### src/rtl/skintone_result_packer.sv
// ---------------------------------------------------------------------------
// skintone_result_packer
//
// Packs the skintone datapath's free-running 8-bit score stream into 32-bit
// little-endian words. The words wait in a first-word-fall-through FIFO until
// the host/DMA side takes them over a valid/ready handshake.
//
// Ports
//   clk             : clock; all logic updates on the rising edge
//   rst             : synchronous, active-high reset
//   score_in_i      : skin score from the datapath
//   score_in_valid_i: score_in_i is valid this cycle (always accepted)
//   flush_i         : one-cycle end-of-frame pulse
//   word_out_o      : FIFO head word; byte 0 (bits [7:0]) is the oldest score
//   word_out_bytes_o: number of valid bytes in word_out_o (1..4)
//   word_out_last_o : head word closes a frame
//   word_out_valid_o: FIFO head is valid
//   word_out_ready_i: consumer accepts the head this cycle
//   fifo_level_o    : number of words currently stored
//   overflow_o      : sticky; set when a word was dropped at full
//
// Handshake: a word transfers on any rising edge where word_out_valid_o and
// word_out_ready_i are both 1. While valid is high and ready is low, the head
// fields hold steady, and valid never drops without a transfer (except on
// rst). When valid is low, ready has no effect.
// ---------------------------------------------------------------------------
module skintone_result_packer #(
  parameter int FIFO_DEPTH = 16,
  parameter int LVL_W      = $clog2(FIFO_DEPTH) + 1
) (
  input  logic             clk,
  input  logic             rst,
  input  logic [7:0]       score_in_i,
  input  logic             score_in_valid_i,
  input  logic             flush_i,
  output logic [31:0]      word_out_o,
  output logic [2:0]       word_out_bytes_o,
  output logic             word_out_last_o,
  output logic             word_out_valid_o,
  input  logic             word_out_ready_i,
  output logic [LVL_W-1:0] fifo_level_o,
  output logic             overflow_o
);

  localparam int PTR_W = $clog2(FIFO_DEPTH);
  localparam int ENT_W = 36; // {last, bytes[2:0], word[31:0]}

  // Pack register: up to three pending bytes. Unused lanes are kept at zero.
  logic [23:0]      pack_q, pack_d;
  logic [1:0]       cnt_q, cnt_d;

  logic [PTR_W-1:0] wr_ptr_q, rd_ptr_q;
  logic [LVL_W-1:0] level_q, level_d;
  logic             overflow_q;
  logic [ENT_W-1:0] mem_q [FIFO_DEPTH];

  logic [31:0]      word_new;
  logic [2:0]       eff_bytes;
  logic             push, pop, full, accept;
  logic [ENT_W-1:0] head;

  // The candidate word is the pending bytes with the incoming byte (if any)
  // placed in lane [cnt_q].
  always_comb begin
    word_new = {8'h00, pack_q};
    if (score_in_valid_i) begin
      case (cnt_q)
        2'd0:    word_new[7:0]   = score_in_i;
        2'd1:    word_new[15:8]  = score_in_i;
        2'd2:    word_new[23:16] = score_in_i;
        default: word_new[31:24] = score_in_i;
      endcase
    end
  end

  assign eff_bytes = {1'b0, cnt_q} + {2'b00, score_in_valid_i};
  assign push      = (score_in_valid_i && (cnt_q == 2'd3)) ||
                     (flush_i && (eff_bytes != 3'd0));
  assign full      = (level_q == LVL_W'(FIFO_DEPTH));
  assign pop       = word_out_valid_o && word_out_ready_i;
  // At full, a push still fits when the head leaves on the same edge.
  assign accept    = push && (!full || pop);

  always_comb begin
    pack_d = pack_q;
    cnt_d  = cnt_q;
    if (push) begin
      // Even a dropped push clears the pack register.
      pack_d = 24'h0;
      cnt_d  = 2'd0;
    end else if (score_in_valid_i) begin
      pack_d = word_new[23:0];
      cnt_d  = cnt_q + 2'd1;
    end
  end

  always_comb begin
    level_d = level_q;
    case ({accept, pop})
      2'b10:   level_d = level_q + LVL_W'(1);
      2'b01:   level_d = level_q - LVL_W'(1);
      default: level_d = level_q;
    endcase
  end

  always_ff @(posedge clk) begin
    if (rst) begin
      pack_q     <= 24'h0;
      cnt_q      <= 2'd0;
      wr_ptr_q   <= '0;
      rd_ptr_q   <= '0;
      level_q    <= '0;
      overflow_q <= 1'b0;
    end else begin
      pack_q  <= pack_d;
      cnt_q   <= cnt_d;
      level_q <= level_d;
      if (accept) wr_ptr_q <= wr_ptr_q + PTR_W'(1);
      if (pop)    rd_ptr_q <= rd_ptr_q + PTR_W'(1);
      if (push && full && !pop) overflow_q <= 1'b1;
    end
  end

  // Storage needs no reset: entries are only visible through a valid head.
  // At full with a simultaneous pop, the write lands on the slot being
  // vacated, which has already been read combinationally this cycle.
  always_ff @(posedge clk) begin
    if (!rst && accept) begin
      mem_q[wr_ptr_q] <= {flush_i, eff_bytes, word_new};
    end
  end

  // Head fields are gated to zero while empty so the outputs read 0 after reset.
  assign word_out_valid_o = (level_q != '0);
  assign head             = word_out_valid_o ? mem_q[rd_ptr_q] : '0;
  assign word_out_o       = head[31:0];
  assign word_out_bytes_o = head[34:32];
  assign word_out_last_o  = head[35];
  assign fifo_level_o     = level_q;
  assign overflow_o       = overflow_q;

endmodule

### config.mk
export PLATFORM = sky130hd
export DESIGN_NAME = skintone_result_packer
export DESIGN_NICKNAME = d
export VERILOG_FILES = /design/src/rtl/skintone_result_packer.sv
export SDC_FILE = /design/constraint.sdc
export NUM_CORES = 1
export LEC_CHECK = 0
export ABC_AREA = 0
export ABC_CLOCK_PERIOD_IN_PS = 13750
export CAP_MARGIN = 30
export CORE_UTILIZATION = 55
export CTS_CLUSTER_DIAMETER = 30
export CTS_CLUSTER_SIZE = 28
export DETAILED_ROUTE_END_ITERATION = 6
export GPL_TIMING_DRIVEN = 0
export PLACE_DENSITY = 0.72
export SYNTH_ARGS = -nofsm -noshare
export SYNTH_HDL_FRONTEND = slang
export SYNTH_SLANG_ARGS = --single-unit
### constraint.sdc
create_clock -name clk -period 13.75 [get_ports clk]
set_clock_uncertainty 0.15 [all_clocks]
set_input_delay 1.375 -clock clk [delete_from_list [all_inputs] [get_ports clk]]
set_output_delay 1.375 -clock clk [all_outputs]
set_load 0.02 [all_outputs]
==> reports/metrics.yaml <==
logic_synthesis:
  total_of_flip_flops_plus_latches_after_synthesis: 620
  syn_inst: 1066
  async_flop_share_pct: 0
  postSynthAreaPerCell_um2: 22.47
  synth_warnings: 0
  mappedNetlistArea_mm2: 0.02395
  postSynthNetCount: 1092
  synth.yosys.seq_area_share_pct: 75.89
  synth_cell_type_count: 38
  synth_edf_count: 576
  synth_flop_cell: "edfxtp_1"
finish:
  nets: 1287
  insertedDiodeCount: 0
  drive_above_1_share_pct: 33.51
  syn_to_final_growth_pct: 23.28
  layout_commonest_cell: "edfxtp_1"
  final_cell_mix: "edfxtp_1, mux4_2, clkbuf_16, clkdlybuf4s50_1, dfxtp_1"
worst_hold_path:
  worst_hold_path_type: "reg -> reg"
drt:
  detail_route.vias_per_cell: 6.162
  detailedRoute.firstPassIterationCount: 5
  postRouteWirelength_mm: 56.15
  first_iter_violations: 1322
  post_drt_wl_per_cell_um: 28.94
  detailroute.via_count: 11950
  final_antenna_net_count: 0
  remaining_drc_errors: 0
critical_path:
  path_class: "reg -> out"
  critPathLaunchType: "flip-flop"
  crit_path_end_kind: "output port"
  path_max_fanout: 10
  cp.arrival_ps: 3970
  cp_data_required_time_ps: 12230
clock_network:
  clkSinkCount: 620
  cts-root-buf: "clkbuf_16"
  cts-hold-fix-buffers: 0
  cts-buffers-inserted: 110
  number_of_h_tree_levels: 3
  tritoncts: "done"
  source_to_sink_clock_delay_at_the_later_pin_of_the_worst_skew_pair_ps: 650
  clock_transition_at_path_regs_ps: 50
  post_cts.resized_instances: 0
  clockBufferDepth: 3
  cts.repair_timing.setup_buffer_count: 0
grt:
  globalRouteMet2Util_pct: 41.90
  grt.overflow.total: 0
  grt-busiest-layer: "met2"
  track_usage_pct: 26.45
  groute.layer.met1.usage_pct: 36.37
  first_global_vias: 12600
  first_pass_grt_wire_length_mm: 82.15
  global_route.usage.met3_pct: 5.739
  antenna_found_initial: 2
  grt_max_degree: 23
pwr:
  pwr-share-clk_pct: 45.0
  power.combinational.fraction_pct: 19.5
  leakage_nw: 9.431
  powerDensity_mw_per_mm2: 201.8
  switching_share_pct: 26.34
  seq_power_share_pct: 35.5
  p_int_mw: 4.388
  worst_ir_drop_vdd_v: 0.0001215
  p_switching_mw: 1.569
floorplanning:
  chipHeight_um: 210.7
  initial_core_util_pct: 55.73
  design.portCount: 56
  design.die.area_mm2: 0.04439
  floorplan.core_area_mm2: 0.04298
  floorplan.die.width_um: 210.7
  rows: 76
sta:
  max-slew-margin-rel_pct: 34.37
  timing.final.setup_violations: 0
  finalMaxSlewViolations: 0
  worstMarginPinSlew_ps: 984.5
  share_of_the_cycle_needed_by_the_critical_path_after_routing_pct: 39.99
  report.final.hold_viol_count: 0
  finalWorstSetupSlack_ps: 8251
  max_clock_freq_mhz: 181.8
  rsz0062_at_grt: "no"
  min_period_ps: 5499
  fin_setup_tns_ps: 0
place:
  gpl.final_weighted_congestion: 0.7847
  pre_cts_ws_ps: 7930
  hpwlAfterDp_mm: 31.98
  placement.io_buffers: 54
run_status:
  outcome: "complete, no violations"
flow_run:
  max_cap_violations: 0
## flip-flops by register name, indices dropped and copies added, names as in the netlist, named ones only
| register | flops |
|---|---|
| fifo_level_o | 5 |
| rd_ptr_q | 4 |
| cnt_q | 2 |
| mem_q | 576 |
| pack_q | 24 |
| wr_ptr_q | 4 |
| overflow_o | 1 |
## power groups by stage
stage                     Clock (mW)  Combinational [mW]  Sequential, mW
final                           2.68                1.16            2.11
after global routing            2.80                1.23            2.11
after CTS                       2.71                1.18            2.11
after detailed placement           0                1.16            2.15
after global placement             0                1.15            2.15
after floorplan                    0               0.740            2.15
## cells in the mapped netlist, types with 8 or more instances
master,instances,share of area [%]
nand2_1,12,0.19
and2_1,37,0.97
edfxtp_1,576,72
nor2_1,28,0.44
buf_6,8,0.38
mux2_2,24,1.1
and3_1,8,0.21
buf_2,15,0.31
mux4_2,180,17
ha_1,13,0.68
inv_1,8,0.13
dfxtp_1,44,3.7
nor2b_1,25,0.65
clkbuf_1,26,0.41
## final cells by class
type / count / area [µm²]
clock inverters: 74 / 775.7
multi-input cells: 382 / 5567
repair buffers: 83 / 965.9
inverters: 8 / 30.03
flip-flops and latches: 620 / 18180
fillers: 2645 / 13450
well taps: 585 / 732.0
plain buffers: 56 / 289.0
clock buffers: 132 / 2993
## critical path, cell delays in order, from the launching register on
cell,delay (ps)
dfxtp_1,300
buf_2,260
buf_2,380
buf_1,710
mux4_2,440
mux4_2,530
and2_1,180
clkdlybuf4s50_1,530
## stage by stage
stage	hold slack [ps]	power [mW]	cells	area (µm²)	util [%]
2_1_floorplan	309.1	2.892	1066	23950	-
5_1_grt	389.5	6.138	1940	29530	68.70
3_5_place_dp	345.9	3.309	1734	25760	59.94
6_report	364.5	5.958	1940	29530	68.70
4_1_cts	361.0	6.002	1940	29530	68.70
3_3_place_gp	312.4	3.297	1705	25230	58.69
## worst paths after layout
| path | start | depth (start not counted) | slack (ps) | to |
|---|---|---|---|---|
| hold reg to reg | rd_ptr_q[1]$_SDFFE_PP0N_ | 2 | 360 | flip-flop |
| setup / recovery | flip-flop | 7 | 8250 | word_out_o[31] |
| hold / removal | rd_ptr_q[1]$_SDFFE_PP0N_ | 2 | 360 | flip-flop |
| setup reg to reg | cnt_q[0]$_SDFFE_PP0P_ | 9 | 9440 | mem_q[1][22]$_DFFE_PP_ |
## logic make-up after synthesis
| group | count (synthesis) | share of synthesized area, % |
|---|---|---|
| DFF | 620 | 75.89 |
| muxes | 206 | 18.14 |
| and+or+nand+nor | 131 | 2.967 |
| buffers and inverters | 64 | 1.332 |
| AOI/OAI and AO/OA | 22 | 0.6321 |
| adders and majority gates | 13 | 0.6791 |
| xor gates and xnor gates | 10 | 0.3656 |
## metal layers
layer | vias up | wire length, µm
li1 | 4888 | -
met1 | 6336 | 21900
met2 | 637 | 27780
met3 | 93 | 4965
met4 | 0 | 1513
met5 | - | 0
No activity file was read; power rests on OpenSTA's default activity.
